File: src/rtl/datamover_package.sv
// Shared types for the datamover control path: streamer control/flag bundles,
// the job-sequencer state encoding, the latched job descriptor and the
// helper that builds a linear (single-dimension) address-generator setting.
package datamover_package;

  localparam int unsigned DM_LEN_W  = 16;
  localparam int unsigned DM_ADDR_W = 32;

  typedef enum logic [2:0] {
    IDLE     = 3'd0,
    START    = 3'd1,
    WORKING  = 3'd2,
    DRAIN    = 3'd3,
    FINISHED = 3'd4
  } datamover_state_e;

  typedef struct packed {
    logic [DM_ADDR_W-1:0] base_addr;
    logic [31:0]          tot_len;
    logic [31:0]          d0_len;
    logic [31:0]          d0_stride;
    logic [31:0]          d1_len;
    logic [31:0]          d1_stride;
    logic [31:0]          d2_stride;
  } addressgen_ctrl_t;

  typedef struct packed {
    logic             req_start;
    addressgen_ctrl_t addressgen_ctrl;
  } streamer_ctrl_t;

  typedef struct packed {
    logic ready_start;
    logic done;
  } streamer_flags_t;

  typedef struct packed {
    streamer_ctrl_t data_in_source_ctrl;
    streamer_ctrl_t data_out_sink_ctrl;
  } ctrl_streamer_t;

  typedef struct packed {
    streamer_flags_t data_in_source_flags;
    streamer_flags_t data_out_sink_flags;
    logic            tcdm_fifo_empty;
  } flags_streamer_t;

  typedef struct packed {
    logic [DM_ADDR_W-1:0] in_ptr;
    logic [DM_ADDR_W-1:0] out_ptr;
    logic [DM_LEN_W-1:0]  len;
  } datamover_job_t;

  // Linear transfer: one dimension of 'len' words, higher dimensions unused.
  function automatic addressgen_ctrl_t make_linear_ag(
    input logic [DM_ADDR_W-1:0] base,
    input logic [DM_LEN_W-1:0]  len,
    input logic [31:0]          stride
  );
    addressgen_ctrl_t ag;
    ag           = '0;
    ag.base_addr = base;
    ag.tot_len   = 32'(len);
    ag.d0_len    = 32'(len);
    ag.d0_stride = stride;
    return ag;
  endfunction

endpackage

File: src/rtl/datamover_ctrl_fsm.sv
// Datamover job sequencer. Latches one job on start, launches the source and
// sink streamers together, collects both completions (sticky), waits for the
// TCDM FIFO to drain and then emits a single-cycle done event. A saturating
// counter records how many cycles the job kept the engine busy.
module datamover_ctrl_fsm
  import datamover_package::*;
#(
  parameter int unsigned DATA_WIDTH = 32,
  parameter int unsigned LEN_W      = DM_LEN_W,
  parameter int unsigned PERF_W     = 32
) (
  input  logic              clk_i,
  input  logic              rst_i,
  input  logic              clear_i,
  input  logic              start_i,
  input  logic [31:0]       cfg_in_ptr_i,
  input  logic [31:0]       cfg_out_ptr_i,
  input  logic [LEN_W-1:0]  cfg_len_i,
  output ctrl_streamer_t    ctrl_streamer_o,
  input  flags_streamer_t   flags_streamer_i,
  output logic              busy_o,
  output logic              done_o,
  output logic [PERF_W-1:0] perf_cycles_o
);

  localparam logic [31:0] WORD_STRIDE = 32'(DATA_WIDTH / 8);

  datamover_state_e  state_r;
  datamover_job_t    job_r;
  logic              ag_valid_r;
  logic              src_done_r;
  logic              snk_done_r;
  logic              busy_r;
  logic              done_r;
  logic [PERF_W-1:0] perf_r;

  logic              both_ready_s;
  logic              src_done_seen_s;
  logic              snk_done_seen_s;
  logic              req_start_s;
  ctrl_streamer_t    ctrl_s;

  // Handshake decode and streamer control assembly from registered job state
  always_comb begin
    both_ready_s    = flags_streamer_i.data_in_source_flags.ready_start &
                      flags_streamer_i.data_out_sink_flags.ready_start;
    src_done_seen_s = src_done_r | flags_streamer_i.data_in_source_flags.done;
    snk_done_seen_s = snk_done_r | flags_streamer_i.data_out_sink_flags.done;
    req_start_s     = 1'b0;
    if (state_r == START) begin
      req_start_s = both_ready_s;
    end else begin
      req_start_s = 1'b0;
    end
    ctrl_s = '0;
    if (ag_valid_r) begin
      ctrl_s.data_in_source_ctrl.addressgen_ctrl =
        make_linear_ag(job_r.in_ptr, job_r.len, WORD_STRIDE);
      ctrl_s.data_out_sink_ctrl.addressgen_ctrl =
        make_linear_ag(job_r.out_ptr, job_r.len, WORD_STRIDE);
    end else begin
      ctrl_s.data_in_source_ctrl.addressgen_ctrl = '0;
      ctrl_s.data_out_sink_ctrl.addressgen_ctrl  = '0;
    end
    ctrl_s.data_in_source_ctrl.req_start = req_start_s;
    ctrl_s.data_out_sink_ctrl.req_start  = req_start_s;
  end

  // Job FSM with job registers, sticky completion flags and perf counter
  always_ff @(posedge clk_i or posedge rst_i) begin
    if (rst_i) begin
      state_r    <= IDLE;
      job_r      <= '0;
      ag_valid_r <= 1'b0;
      src_done_r <= 1'b0;
      snk_done_r <= 1'b0;
      busy_r     <= 1'b0;
      done_r     <= 1'b0;
      perf_r     <= '0;
    end else if (clear_i) begin
      state_r    <= IDLE;
      job_r      <= '0;
      ag_valid_r <= 1'b0;
      src_done_r <= 1'b0;
      snk_done_r <= 1'b0;
      busy_r     <= 1'b0;
      done_r     <= 1'b0;
      perf_r     <= '0;
    end else begin
      // Count every busy cycle, FINISHED included; hold at all-ones.
      if (busy_r && (perf_r != '1)) begin
        perf_r <= perf_r + PERF_W'(1);
      end
      case (state_r)
        IDLE: begin
          done_r <= 1'b0;
          if (start_i) begin
            job_r.in_ptr  <= cfg_in_ptr_i;
            job_r.out_ptr <= cfg_out_ptr_i;
            job_r.len     <= DM_LEN_W'(cfg_len_i);
            perf_r        <= '0;
            busy_r        <= 1'b1;
            src_done_r    <= 1'b0;
            snk_done_r    <= 1'b0;
            if (cfg_len_i == '0) begin
              // Empty job: nothing to launch, report completion right away.
              ag_valid_r <= 1'b0;
              done_r     <= 1'b1;
              state_r    <= FINISHED;
            end else begin
              ag_valid_r <= 1'b1;
              state_r    <= START;
            end
          end
        end
        START: begin
          // Early (spurious) done pulses are kept so they are not lost.
          src_done_r <= src_done_seen_s;
          snk_done_r <= snk_done_seen_s;
          if (both_ready_s) begin
            state_r <= WORKING;
          end
        end
        WORKING: begin
          src_done_r <= src_done_seen_s;
          snk_done_r <= snk_done_seen_s;
          if (src_done_seen_s && snk_done_seen_s) begin
            state_r <= DRAIN;
          end
        end
        DRAIN: begin
          if (flags_streamer_i.tcdm_fifo_empty) begin
            done_r  <= 1'b1;
            state_r <= FINISHED;
          end
        end
        FINISHED: begin
          done_r     <= 1'b0;
          busy_r     <= 1'b0;
          ag_valid_r <= 1'b0;
          src_done_r <= 1'b0;
          snk_done_r <= 1'b0;
          state_r    <= IDLE;
        end
        default: begin
          state_r    <= IDLE;
          ag_valid_r <= 1'b0;
          src_done_r <= 1'b0;
          snk_done_r <= 1'b0;
          busy_r     <= 1'b0;
          done_r     <= 1'b0;
        end
      endcase
    end
  end

  assign ctrl_streamer_o = ctrl_s;
  assign busy_o          = busy_r;
  assign done_o          = done_r;
  assign perf_cycles_o   = perf_r;

endmodule

File: config.mk
export PLATFORM = sky130hd
export DESIGN_NAME = datamover_ctrl_fsm
export DESIGN_NICKNAME = d
export VERILOG_FILES = /design/src/rtl/datamover_package.sv /design/src/rtl/datamover_ctrl_fsm.sv
export SDC_FILE = /design/constraint.sdc
export NUM_CORES = 1
export LEC_CHECK = 0
export ABC_AREA = 1
export CAP_MARGIN = 10
export CORE_AREA = 2 2 224 226
export DETAILED_ROUTE_END_ITERATION = 16
export DIE_AREA = 0 0 226 228
export PLACE_DENSITY = 0.48
export REMOVE_ABC_BUFFERS = 1
export SLEW_MARGIN = 20
export SYNTH_ARGS = -nofsm -noshare
export SYNTH_HDL_FRONTEND = slang
export SYNTH_SLANG_ARGS = --single-unit
File: constraint.sdc
create_clock -name clk_i -period 13.1 [get_ports clk_i]
set_input_delay 3.275 -clock clk_i [delete_from_list [all_inputs] [get_ports clk_i]]
set_output_delay 3.275 -clock clk_i [all_outputs]
set_load 0.02 [all_outputs]
==> impl_metrics.csv <==
group,metric,value,unit
floorplan,dieArea,0.0515,mm2
synth,syn_area,0.00924,mm2
synth,synth_top_area_share,32.5,%
floorplan,die_h,228,um
sta,final.setup.worst_slack,5.27,ns
routing,firstDrtPassIters,5,
worst_setup_path,path_cells,"clkdlybuf4s50_1 > nand2_1 > nor2_1 > clkdlybuf4s50_1",
worst_setup_path,cp_common_cell,"clkdlybuf4s50_1",
synth,netlist_instances,1281,
placement,gp_congestion,0.809,
sta,grt_setup_unrepaired,"false",
synth,syn_avg_cell_area,7.22,um2
synth,synth-main-ff-cell,"dfrtp_1",
clock_tree,cts_resized,0,
layout,drive_gt1_share,3.51,%
placement,port_buffers,254,
synth,synth_xor_area_share,1.14,%
sta,hold_viol,0,
clock_tree,clock_latency,0.46,ns
worst_setup_path,crit_fanout,2,
clock_tree,cts_sinks,120,
clock_tree,hold_buffers,0,
floorplan,die_w,226,um
routing,wire_per_inst,12.0,um
sta,min_period,7.83,ns
synth,synth-simple-area-share,22.4,%
synth,synthMuxAreaShare,0,%
routing,wl,25.8,mm
worst_setup_path,critical_path_arrival,4.56,ns
layout,nets,1558,
clock_tree,clock_path_buffers,2,
layout,fin_util,23.3,%
sta,fmax,0.128,GHz
synth,synth_top_family_by_area,"buffers and inverters",
synth,synth_edf_count,0,
status,outcome,"complete, no violations",
floorplan,io-pin-count,573,
pwr,p_leak,0.00603,uW
worst_setup_path,slowest_delay,0.62,ns
global_route,grt_pass1_wl,39.3,mm
floorplan,fp-row-count,82,
synth,ys_seq_elements,120,
global_route,grt-ovfl-total,0,
sta,finalMaxSlewViolations,0,
synth,synth_area_leaders,"dfrtp_1, buf_4, nand2_1",
synth,synthAdderAreaFrac,0.135,%
sta,fin_skew,0.00744,ns
sta,worst_pin_slew,0.970,ns
sta,min_period_over_period,59.8,%
pwr,vdd.ir_drop.worst,0.0000686,V
clock_tree,root_buffer,"clkbuf_16",
synth,ys_async_sr_fraction,100,%
layout,num_antenna_cells,0,
floorplan,coreArea,0.0493,mm2
job,cap_violations,0,
synth,synth_compound_area_share,5.48,%
global_route,grt_pass1_vias,7085,
synth,yosysSeqAreaShare,32.5,%
worst_setup_path,cp_slowest_cell,"clkdlybuf4s50_1",
layout,nFillCells,5444,
layout,final_cell_mix,"nand2_1, conb_1, clkdlybuf4s50_1",
layout,syn2layout_area_growth,24.2,%
pwr,powerDensity,141,mW/mm2
global_route,antenna_found_initial,1,
layout,layout_commonest_cell,"nand2_1",
clock_tree,cts_buffers,17,
routing,avgViaCountPerCell,3.45,
clock_tree,cts_setup_buffers,0,
floorplan,initial_core_util,18.7,%
sta,whs,0.472,ns
synth,yosysTopAreaCell,"dfrtp_1",
sta,slew_headroom,35.3,%
placement,dpl_worst_slack,5.26,ns
synth,synthDistinctLibCells,30,
sta,setup_viol_count_final,0,
clock_tree,htree_levels,4,
routing,drtIter0Drc,303,
sta,final.setup.tns,0,ns
routing,dr_total_vias,7424,
global_route,grt_max_degree,84,
placement,hpwl,18.7,mm
worst_setup_path,endpoint_kind,"primary output",
global_route,gr-usage-all-layers,10.1,%
synth,yosysWarnings,0,
worst_setup_path,rr_worst_depth,7,
hold_path,hold_depth,2,
clock_tree,cts_tree,"built",
routing,drc_errors,0,
worst_setup_path,worst_setup_path_start_kind,"input pin",
worst_setup_path,path_class,"in2out",
worst_setup_path,worstPathRequired,9.82,ns
clock_tree,cts.clk_slew.worst_paths,0.06,ns
routing,postRouteAntennaNets,0,
hold_path,worstHoldPathType,"reg2reg",
[report_power, final]
group,total [uW],internal [uW],switching [uW],leakage [uW]
clock,481,297,184,0.000278
combinational,629,213,416,0.00413
sequential,514,448,66.0,0.00162
[flip-flops by register name, indices dropped and copies added, names as in the netlist]
register       cells
busy_o             1
state_r            3
job_r             80
snk_done_r         1
src_done_r         1
done_o             1
ag_valid_r         1
perf_cycles_o     32
[per-stage QoR]
step / cells / cell area, um2 / power, uW
2_1_floorplan: 1189 / 7460 / 885
3_3_place_gp: 2121 / 10900 / 1150
3_5_place_dp: 2121 / 10900 / 1150
4_1_cts: 2152 / 11500 / 1660
5_1_grt: 2152 / 11500 / 1730
6_report: 2152 / 11500 / 1620
[worst paths after layout]
path                                     start                    to  slack (ns)
max                        flags_streamer_i[4]  ctrl_streamer_o[449]        5.27
max in group asynchronous                rst_i            ag_valid_r        8.26
max reg2reg                         state_r[0]             job_r[72]       10.47
min in group asynchronous                rst_i             job_r[78]        3.31
min reg2reg                          job_r[34]             job_r[34]        0.47
min                                  job_r[34]             job_r[34]        0.47
[kinds of logic (layout without fill, tap and decap cells)]
family,after synthesis,after routing
compound gates,77,77
xor+xnor,12,12
fa+ha+maj,1,1
buf+inv,561,443
flops,120,120
other cells,1,318
simple gates,509,509
[metal layers]
metal	global-route usage, %	up-vias	wire (um)
met5	0	-	0
met4	4.78	0	652
met3	3.62	35	2320
met2	16.0	397	12100
met1	12.0	3429	10700
li1	-	3563	-
[layout make-up]
type	instances	area [um2]	area share [%]
Tap cell	672	841	7.32
Inverter	152	573	4.99
Timing Repair Buffer	260	2590	22.5
Multi-Input combinational cell	917	3890	33.9
Clock buffer	24	492	4.28
Sequential cell	120	3000	26.2
Clock inverter	7	92.6	0.807
[critical path: cells and delay by family]
kind,cells,cell delay [ns]
buf+inv,2,1.07
simple gates,2,0.21
[synthesized netlist by cell type, types with 3 or more instances]
library cell and n:
inv_1 147, nand4_1 13, buf_1 3, nand2_2 3, xor2_1 12, o21ai_1 5, o21ai_0 21, a21oi_1 18
nand3_1 56, nor2_1 93, nand2_1 333, inv_2 5, a22o_1 31, buf_2 7, buf_4 370, dfrtp_1 120
clkbuf_1 25
(Power assumes the default switching activity.)
